## src/rtl/timer_irq_unit.sv

```systemverilog
// Memory-mapped interval timer with prescaler, auto-reload and sticky
// interrupt status; IRQ is masked while the CPU runs in kernel mode.
module timer_irq_unit #(
   parameter logic [31:0] BASE_ADDR = 32'h4000_0000,
   parameter int unsigned PSC_WIDTH = 16
) (
   input  logic        clk,
   input  logic        reset,
   input  logic        kernel,
   input  logic [31:0] addr,
   input  logic [31:0] wdata,
   input  logic        MemRead,
   input  logic        MemWrite,
   output logic [31:0] rdata,
   output logic        hit,
   output logic        IRQ
);

   logic [31:0]          th;
   logic [31:0]          tl;
   logic [2:0]           tcon;
   logic [PSC_WIDTH-1:0] psc;
   logic [PSC_WIDTH-1:0] pcnt;

   logic en;
   logic ie;
   logic st;
   logic wr;
   logic wr_th;
   logic wr_tl;
   logic wr_tcon;
   logic wr_psc;
   logic tick;
   logic ovf;
   logic unused_lsb;

   assign en = tcon[0];
   assign ie = tcon[1];
   assign st = tcon[2];

   // byte lane bits play no part in decoding
   assign unused_lsb = ^addr[1:0];

   assign hit     = (addr[31:4] == BASE_ADDR[31:4]);
   assign wr      = MemWrite & hit;
   assign wr_th   = wr & (addr[3:2] == 2'd0);
   assign wr_tl   = wr & (addr[3:2] == 2'd1);
   assign wr_tcon = wr & (addr[3:2] == 2'd2);
   assign wr_psc  = wr & (addr[3:2] == 2'd3);

   assign tick = en & (pcnt == psc);
   assign ovf  = tick & (tl == 32'hFFFF_FFFF);

   always_ff @(posedge clk or negedge reset) begin
      if (!reset) begin
         psc  <= '0;
         pcnt <= '0;
      end else if (wr_psc) begin
         psc  <= wdata[PSC_WIDTH-1:0];
         pcnt <= '0;
      end else if (tick) begin
         pcnt <= '0;
      end else if (en) begin
         pcnt <= pcnt + PSC_WIDTH'(1);
      end
   end

   always_ff @(posedge clk or negedge reset) begin
      if (!reset) begin
         th <= '0;
      end else if (wr_th) begin
         th <= wdata;
      end
   end

   // reload takes the pre-edge TH even if TH is written on this edge
   always_ff @(posedge clk or negedge reset) begin
      if (!reset) begin
         tl <= '0;
      end else if (wr_tl) begin
         tl <= wdata;
      end else if (ovf) begin
         tl <= th;
      end else if (tick) begin
         tl <= tl + 32'd1;
      end
   end

   always_ff @(posedge clk or negedge reset) begin
      if (!reset) begin
         tcon <= '0;
      end else if (wr_tcon) begin
         tcon <= wdata[2:0];
      end else if (ovf & ie) begin
         tcon[2] <= 1'b1;
      end
   end

   assign IRQ = ie & st & ~kernel;

   always_comb begin
      rdata = '0;
      if (MemRead & hit) begin
         unique case (addr[3:2])
            2'd0: rdata = th;
            2'd1: rdata = tl;
            2'd2: rdata = {29'b0, tcon};
            2'd3: rdata = 32'(psc);
         endcase
      end
   end

endmodule

```

## config.mk

```make
export PLATFORM = sky130hd
export DESIGN_NAME = timer_irq_unit
export DESIGN_NICKNAME = d
export VERILOG_FILES = /design/src/rtl/timer_irq_unit.sv
export SDC_FILE = /design/constraint.sdc
export NUM_CORES = 1
export LEC_CHECK = 0
export BUFFER_PORTS_ARGS = -buffer_cell sky130_fd_sc_hd__clkbuf_2
export CAP_MARGIN = 20
export CORE_ASPECT_RATIO = 0.6
export CORE_UTILIZATION = 55
export CTS_CLUSTER_SIZE = 16
export DETAILED_ROUTE_END_ITERATION = 10
export GPL_TIMING_DRIVEN = 1
export PLACE_DENSITY = 0.78
export SYNTH_ARGS = -nofsm -noshare
export SYNTH_HDL_FRONTEND = slang
export SYNTH_SLANG_ARGS = --single-unit
export TNS_END_PERCENT = 100
```

## constraint.sdc

```tcl
create_clock -name clk -period 2.5 [get_ports clk]
set_input_delay 0 -clock clk [delete_from_list [all_inputs] [get_ports clk]]
set_output_delay 0 -clock clk [all_outputs]
set_load 0.01 [all_outputs]
```

==> results of run 1 <==
cells in the final DEF, fill, tap and decap left out, types with 11 or more instances in the layout:
cell type | synthesis | routed
nor3_1 | 12 | 11
buf_4 | 1 | 41
and3_1 | 18 | 17
dlygate4sd3_1 | 0 | 33
clkbuf_2 | 0 | 99
nor2_1 | 86 | 86
nand2_1 | 96 | 96
a21oi_1 | 41 | 41
o21ai_0 | 12 | 12
xnor2_1 | 15 | 14
nand4_1 | 21 | 21
mux2_2 | 35 | 35
dfrtp_1 | 99 | 99
mux2i_1 | 37 | 37
xor2_1 | 17 | 17
a31oi_1 | 11 | 11
nand3_1 | 23 | 23
per-layer routing:
metal	wire length [µm]	share of wire [%]	vias up	GRT usage, %
li1	-	-	2706	-
met1	8120	44	2935	48.5
met2	8260	45	371	51.4
met3	1840	10	34	8.55
met4	252	1.4	0	7.69
met5	0	0	-	0
worst max-delay path, stage by stage (launching register included):
cell,delay [ns]
dfrtp_1,0.44
xnor2_1,0.23
or4b_4,0.52
nor4_4,0.30
buf_4,0.19
nand2_2,0.07
buf_12,0.16
o31ai_1,0.28
o22a_1,0.16
worst max path at each step:
| stage | startpoint | endpoint | cells past startpoint |
|---|---|---|---|
| 2_1_floorplan | psc[15] | tl[6] | 6 |
| 3_3_place_gp | psc[15] | tl[26] | 7 |
| 3_5_place_dp | pcnt[2] | tl[26] | 7 |
| 4_1_cts | psc[0] | tl[0] | 8 |
| 5_1_grt | psc[13] | tl[26] | 7 |
| 6_report | psc[13] | tl[0] | 8 |
cell usage after synthesis, types with 4 or more instances:
| library cell | instances |
|---|---|
| dfrtp_1 | 99 |
| nand2_1 | 96 |
| nor2_1 | 86 |
| a21oi_1 | 41 |
| mux2i_1 | 37 |
| mux2_2 | 35 |
| nand3_1 | 23 |
| clkbuf_1 | 22 |
| nand4_1 | 21 |
| and3_1 | 18 |
| xor2_1 | 17 |
| xnor2_1 | 15 |
| buf_2 | 12 |
| nor3_1 | 12 |
| o21ai_0 | 12 |
| a31oi_1 | 11 |
| nor4_1 | 10 |
| inv_1 | 8 |
| o31ai_1 | 8 |
| and4_1 | 7 |
| and2_1 | 6 |
| a211oi_1 | 5 |
| a22o_1 | 4 |
| a41oi_1 | 4 |
| o211ai_1 | 4 |
area by class of cell:
type	count	area, µm²	area share [%]
clock buffer	11	243	3.21
sequential	99	2480	32.8
inverter	8	30.0	0.397
clock inverter	5	52.6	0.695
tap	139	174	2.30
timing repair buffer	177	1210	16.1
multi-input combinational	525	3370	44.6
power by group through the flow:
stage	Clock (mW)	Combinational [mW]	Sequential, mW
3_5_place_dp	0	0.174	1.63
3_3_place_gp	0	0.172	1.63
6_report	1.41	0.215	1.60
2_1_floorplan	0	0.0542	1.63
5_1_grt	1.49	0.236	1.60
4_1_cts	1.43	0.215	1.60
per-stage QoR:
| stage | std cells | power [mW] | hold slack (ns) | area, µm² | TNS [ns] |
|---|---|---|---|---|---|
| 2_1_floorplan | 669 | 1.69 | -0.296 | 6020 | 0 |
| 3_3_place_gp | 915 | 1.80 | 0.104 | 6930 | 0 |
| 3_5_place_dp | 915 | 1.81 | 0.106 | 6930 | -0.0346 |
| 4_1_cts | 964 | 3.25 | 0.128 | 7550 | 0 |
| 5_1_grt | 964 | 3.32 | 0.162 | 7560 | -0.0253 |
| 6_report | 964 | 3.23 | 0.132 | 7560 | 0 |
repair_timing:
action,4_1_cts,5_1_grt
endpoints found under the setup margin,4,23
hold buffers,33,0
pin swaps,1,0
hold endpoints to repair,178,0
gates resized for setup,0,2
cells by family after synthesis:
group	synth area share, %
mux	14.0
flops	41.1
simple gates	25.1
fa+ha+maj	0.415
compound gates	11.6
xor+xnor	4.65
buf+inv	3.12
sequential cells by signal, summed over array words and instances (netlist names):
signal and count:
pcnt 16, psc 16, tcon 3, th 32, tl 32
==> results.yml, run 1 <==
critical_path:
  endpoint_kind: "register"
  arrival_ns: 2.69
  reg2reg_depth: 8
  rrSetupSlack_ns: 0.10
  r2r-start: "psc[13]"
  path_max_fanout: 11
  criticalPathCategory: "reg -> reg"
  cp-start-kind: "register"
  crit_required_ns: 2.80
  r2r_end: "tl[0]"
clock_tree:
  cts_made_buffers: 9
  cts_buffer_depth: 2
  cts-root-buf: "clkbuf_16"
  numClockSinks: 99
  post_cts_buffers: 0
  clkLatencyLatePin_ns: 0.35
  cts_tree: "yes"
  cts.clk_slew.worst_paths_ns: 0.07
  cts_max_level: 3
yosys:
  yosysTopAreaCellShare_pct: 41.1
  synth_edf_count: 0
  syn_area_per_cell_um2: 9.00
  mappedNetlistArea_mm2: 0.00602
  ys.flop_type: "dfrtp_1"
  syn_nets: 740
  synthArstFlopShare_pct: 100
  synth-seq-cells: 99
  synth-seq-area-share_pct: 41.1
  synth_cells: 669
  synth_top_cell_by_area: "dfrtp_1"
  synth.distinct_cells: 59
  yosysWarnings: 0
  ys_top_cells_by_area: "dfrtp_1, mux2_2, mux2i_1"
place:
  portBuffers: 100
  pre_cts_slack_ns: -0.0145
  routabilityCongestion: 0.941
  dp_hpwl_um: 13300
pwr:
  pwr-share-seq_pct: 49.6
  switching_share_pct: 22.5
  peakVddDrop_uv: 325
  p_switching_mw: 0.726
  p_per_area_mw_per_mm2: 427
  combPwrFrac_pct: 6.7
  leakagePower_nw: 3.57
  clkPwrFrac_pct: 43.8
  p_int_mw: 2.50
layout:
  antenna-diode-count: 0
  final_layout_size_suffix_gt1_share_pct: 25.8
  fill_cells: 832
  area_growth_pct: 25.6
  fin_nets: 891
  final_core_util_pct: 71.4
floorplanning:
  start_util_pct: 56.8
  fp.dieArea_mm2: 0.0114
  die_w_um: 137
  core.rowCount: 29
  ios: 103
  die_h_um: 83.1
  core_mm2: 0.0106
global_route:
  grtUsageTotal_pct: 33.8
  grt_max_degree: 100
  grt_pass1_vias: 5821
  gr-total-overflow: 0
  antenna_found_initial: 0
  grt_pass1_wl_um: 29400
timing:
  period_needed_ns: 2.40
  rsz0062_at_grt: "true"
  tightest_slew_ns: 0.561
  setup_viol: 0
  timing.fmax_mhz: 417
  fin_worst_skew_ns: 0.0128
  period_share_pct: 95.9
  slew_headroom_pct: 62.6
  finalWorstSetupSlack_ns: 0.102
  hold_viol: 0
  slew_violations: 0
run:
  cap_violations: 0
drt:
  vias: 6046
  drtPass1Iterations: 5
  totalWireLength_um: 18500
  drc: 0
  wl_per_cell_um: 19.2
  ant_nets: 0
  via_per_inst: 6.27
  drtIter0Drc: 673
min_path:
  hold_start: "MemWrite"
  whs_endpoint: "tcon[2]"
  hold_class: "in -> reg"
  hold_path_depth: 4
run_status:
  outcome: "complete, no violations"
Power figures use the tool's default switching activity.
==> run 2: changes to the inputs <==
--- a/config.mk
+++ b/config.mk
@@ -7,7 +7,7 @@
 export LEC_CHECK = 0
 export BUFFER_PORTS_ARGS = -buffer_cell sky130_fd_sc_hd__clkbuf_2
 export CAP_MARGIN = 20
-export CORE_ASPECT_RATIO = 0.6
+export CORE_ASPECT_RATIO = 2
 export CORE_UTILIZATION = 55
 export CTS_CLUSTER_SIZE = 16
 export DETAILED_ROUTE_END_ITERATION = 10
==> results.yml, run 2 (synthesis results as in run 1) <==
global_route:
  grt_pass1_wl_um: 30700
  grt_pass1_vias: 6099
  antenna_found_initial: 0
  grt_max_degree: 53
  grtUsageTotal_pct: 34.8
  gr-total-overflow: 0
clock_tree:
  cts_tree: "yes"
  clkLatencyLatePin_ns: 0.35
  post_cts_buffers: 0
  numClockSinks: 99
  cts.clk_slew.worst_paths_ns: 0.07
  cts-root-buf: "clkbuf_16"
  cts_max_level: 3
  cts_buffer_depth: 2
  cts_made_buffers: 9
timing:
  setup_viol: 0
  rsz0062_at_grt: "false"
  slew_headroom_pct: 52.1
  tightest_slew_ns: 0.719
  period_share_pct: 99.6
  timing.fmax_mhz: 402
  period_needed_ns: 2.49
  hold_viol: 0
  fin_worst_skew_ns: 0.00832
  slew_violations: 0
pwr:
  switching_share_pct: 21.8
  p_switching_mw: 0.752
  leakagePower_nw: 3.63
  clkPwrFrac_pct: 47.2
  p_int_mw: 2.69
  peakVddDrop_uv: 396
  combPwrFrac_pct: 6.3
  p_per_area_mw_per_mm2: 448
  pwr-share-seq_pct: 46.5
min_path:
  hold_path_depth: 4
  hold_class: "in -> reg"
  hold_start: "MemWrite"
  whs_endpoint: "tcon[2]"
layout:
  reg_top3: "th: 32 flops, tl: 32 flops"
  antenna-diode-count: 0
  final_cell_mix: "clkbuf_2, dfrtp_1, nand2_1"
  final_layout_size_suffix_gt1_share_pct: 26.9
  fin_area_mm2: 0.00768
  fin_nets: 898
  area_growth_pct: 27.6
  final_cells: 969
  final_core_util_pct: 72.4
critical_path:
  reg2reg_depth: 8
  arrival_ns: 2.75
  rrSetupSlack_ns: 0.01
  r2r_end: "tl[10]"
  criticalPathCategory: "reg -> reg"
  r2r-start: "pcnt[3]"
  path_max_fanout: 5
  endpoint_kind: "register"
  cp-start-kind: "register"
  crit_required_ns: 2.76
floorplanning:
  fp.dieArea_mm2: 0.0114
  die_h_um: 150
  core.rowCount: 53
  die_w_um: 76.0
  core_mm2: 0.0106
  start_util_pct: 56.8
  ios: 103
drt:
  vias: 5998
  totalWireLength_um: 19300
  wl_per_cell_um: 20.0
  drtPass1Iterations: 5
  drtIter0Drc: 447
  drc: 0
  ant_nets: 0
  via_per_inst: 6.19
place:
  portBuffers: 100
  dp_hpwl_um: 13800
  dpl.cell_count: 920
  place_area_mm2: 0.00698
  routabilityCongestion: 1.01
run_status:
  outcome: "complete, no violations"
run:
  cap_violations: 0
[run 2: cell type report]
cell class	count	area (µm²)
well taps	137	171
clock inverters	7	124
clock buffers	9	225
inverters	8	30.0
flip-flops and latches	99	2480
fillers	818	2930
multi-input cells	525	3390
repair buffers	184	1270
[run 2: metrics by stage]
stage                     setup slack (ns)  setup TNS, ns  power [mW]  hold slack [ns]
final                               0.0110              0        3.44            0.152
after global routing               0.00801              0        3.53            0.166
after CTS                           0.0177              0        3.45            0.136
after detailed placement           -0.0570        -0.0819        1.81           0.0786
after global placement              0.0492              0        1.80           0.0675
after floorplan                      0.240              0        1.69           -0.296
[run 2: power by group through the flow]
stage	clock network (mW)	logic, mW	registers, mW
after global placement	0	0.171	1.63
after floorplan	0	0.0542	1.63
after detailed placement	0	0.174	1.63
after global routing	1.70	0.236	1.60
after CTS	1.63	0.216	1.60
final	1.62	0.218	1.60
[run 2: layer usage]
metal  track usage (%)  vias to the layer above  part of all wire (%)
li1                  -                     2725                     -
met1              37.1                     2897                    36
met2              64.8                      289                    54
met3              4.33                       85                   4.6
met4              21.3                        2                   5.1
met5                 0                        -                  0.19
[run 2: worst max-delay path, cell delays in order, from the launching register on]
cell and delay, ns:
dfrtp_1 0.44, xnor2_1 0.40, nand4_1 0.27, nor4_4 0.37, buf_4 0.18, nand3_1 0.09
buf_4 0.18, o31a_1 0.26, a211oi_2 0.21
[run 2: repair_timing]
item,4_1_cts,5_1_grt
hold endpoints to repair,132,0
endpoints found under the setup margin,5,11
gates resized for setup,1,4
pin swaps,1,0
hold buffers,33,0
[run 2: worst max-delay path by stage]
stage / startpoint / end / slack (ns)
2_1_floorplan: psc[15] / tl[6] / 0.24
3_3_place_gp: psc[2] / tl[6] / 0.05
3_5_place_dp: psc[13] / tl[10] / -0.06
4_1_cts: tl[26] / tl[29] / 0.02
5_1_grt: psc[15] / tl[26] / 0.008
6_report: pcnt[3] / tl[10] / 0.01
==> run 3: changes to the inputs <==
--- a/config.mk
+++ b/config.mk
@@ -7,12 +7,14 @@
 export LEC_CHECK = 0
 export BUFFER_PORTS_ARGS = -buffer_cell sky130_fd_sc_hd__clkbuf_2
 export CAP_MARGIN = 20
+export CELL_PAD_IN_SITES_DETAIL_PLACEMENT = 1
+export CELL_PAD_IN_SITES_GLOBAL_PLACEMENT = 1
 export CORE_ASPECT_RATIO = 2
-export CORE_UTILIZATION = 55
+export CORE_UTILIZATION = 43
 export CTS_CLUSTER_SIZE = 16
 export DETAILED_ROUTE_END_ITERATION = 10
 export GPL_TIMING_DRIVEN = 1
-export PLACE_DENSITY = 0.78
+export PLACE_DENSITY_LB_ADDON = 0.1
 export SYNTH_ARGS = -nofsm -noshare
 export SYNTH_HDL_FRONTEND = slang
 export SYNTH_SLANG_ARGS = --single-unit
==> results.yml, run 3 (synthesis results as in run 1) <==
timing:
  slew_headroom_pct: 57.9
  fin_worst_skew_ns: 0.0107
  period_needed_ns: 2.52
  rsz0062_at_grt: "true"
  timing.fmax_mhz: 397
  period_share_pct: 101
  tightest_slew_ns: 0.626
  slew_violations: 0
  setup_viol: 6
  finalWorstSetupSlack_ns: -0.0200
  hold_viol: 0
global_route:
  busiest_layer: "met2"
  use_met1_pct: 30.7
  met2_usage_pct: 58.4
  grt_max_degree: 45
  gr-total-overflow: 0
  grt_pass1_vias: 6359
  antenna_found_initial: 0
  grtUsageMet3_pct: 3.36
  grt_pass1_wl_um: 33200
  grtUsageTotal_pct: 30.0
critical_path:
  reg2reg_depth: 8
  cp-start-kind: "register"
  endpoint_kind: "register"
  r2r_end: "tl[15]"
  r2r-start: "pcnt[14]"
  criticalPathCategory: "reg -> reg"
  crit_required_ns: 2.69
  path_max_fanout: 8
  rrSetupSlack_ns: -0.02
  arrival_ns: 2.71
drt:
  drtIter0Drc: 390
  wl_per_cell_um: 20.8
  drc: 0
  via_per_inst: 5.82
  drtPass1Iterations: 4
  ant_nets: 0
  totalWireLength_um: 21200
  vias: 5947
clock_tree:
  clkLatencyLatePin_ns: 0.35
  cts_made_buffers: 9
  cts_tree: "yes"
  cts_buffer_depth: 2
  cts.clk_slew.worst_paths_ns: 0.07
  numClockSinks: 99
  cts_max_level: 3
  cts-root-buf: "clkbuf_16"
layout:
  area_growth_pct: 30.5
  reg_top3: "th: 32 flops, tl: 32 flops"
  final_core_util_pct: 57.8
  fin_nets: 902
  antenna-diode-count: 0
  fin_area_mm2: 0.00786
  final_layout_size_suffix_gt1_share_pct: 28.6
  final_cells: 1022
  final_cell_mix: "clkbuf_2, dfrtp_1, nand2_1"
floorplanning:
  start_util_pct: 44.3
  ios: 103
  fp.dieArea_mm2: 0.0145
  die_w_um: 85.7
  die_h_um: 169
  core_mm2: 0.0136
  core.rowCount: 60
pwr:
  peakVddDrop_uv: 313
  leakagePower_nw: 3.67
  total_power_mw: 3.30
  p_per_area_mw_per_mm2: 420
place:
  routabilityCongestion: 0.987
  dpl.cell_count: 963
  dp_hpwl_um: 15700
  place_area_mm2: 0.00701
  portBuffers: 100
min_path:
  hold_start: "addr[2]"
  hold_class: "in -> reg"
  whs_endpoint: "tcon[2]"
  hold_path_depth: 3
run_status:
  outcome: "finished, violations left"
  violations: "negative setup slack"
run:
  cap_violations: 0
[run 3: power breakdown]
group	internal, mW	leakage [nW]	switching [mW]
Combinational	0.104	2.29	0.116
Clock	0.814	0.146	0.666
Sequential	1.60	1.24	0.0000708
[run 3: through the flow]
stage	setup WS (ns)	hold WS, ns	setup TNS [ns]
finish	-0.0200	0.0694	-0.0609
global route	-0.110	0.0966	-1.21
CTS	0.0128	0.0621	0
detailed placement	-0.0694	0.0114	-0.339
global placement	0.0279	0.00955	0
floorplan	0.240	-0.296	0
[run 3: what timing repair did]
item	CTS	global route
buffers inserted	0	10
hold buffers	33	0
resized for setup	0	27
cloned	0	0
hold endpoints to repair	110	0
pin swaps	1	15
endpoints found under the setup margin	22	18
[run 3: worst max-delay path by stage]
stage | from | to | cells past startpoint
finish | pcnt[14] | tl[15] | 8
global route | pcnt[14] | tl[15] | 8
CTS | psc[2] | tl[26] | 8
detailed placement | psc[2] | tl[26] | 8
global placement | psc[2] | tl[23] | 8
floorplan | psc[15] | tl[6] | 6
[run 3: area by class of cell]
type	instances	area (µm²)
clock buffers	10	239
clock inverters	6	71.3
fillers	1587	5730
inverters	8	30.0
multi-input cells	525	3480
flip-flops and latches	99	2480
well taps	186	233
repair buffers	188	1330
[run 3: metal layers]
| layer | vias to the layer above | share of wire [%] |
|---|---|---|
| met1 | 3010 | 36 |
| met5 | - | 0 |
| li1 | 2724 | - |
| met4 | 0 | 3.6 |
| met3 | 60 | 2.8 |
| met2 | 153 | 58 |
[run 3: critical path: stages, from the launching register on]
cell and delay (ns):
dfrtp_1 0.44, xor2_2 0.20, or4b_4 0.54, nor4_4 0.36, buf_4 0.22, and2_4 0.17
buf_12 0.13, mux2i_1 0.20, a31oi_1 0.11
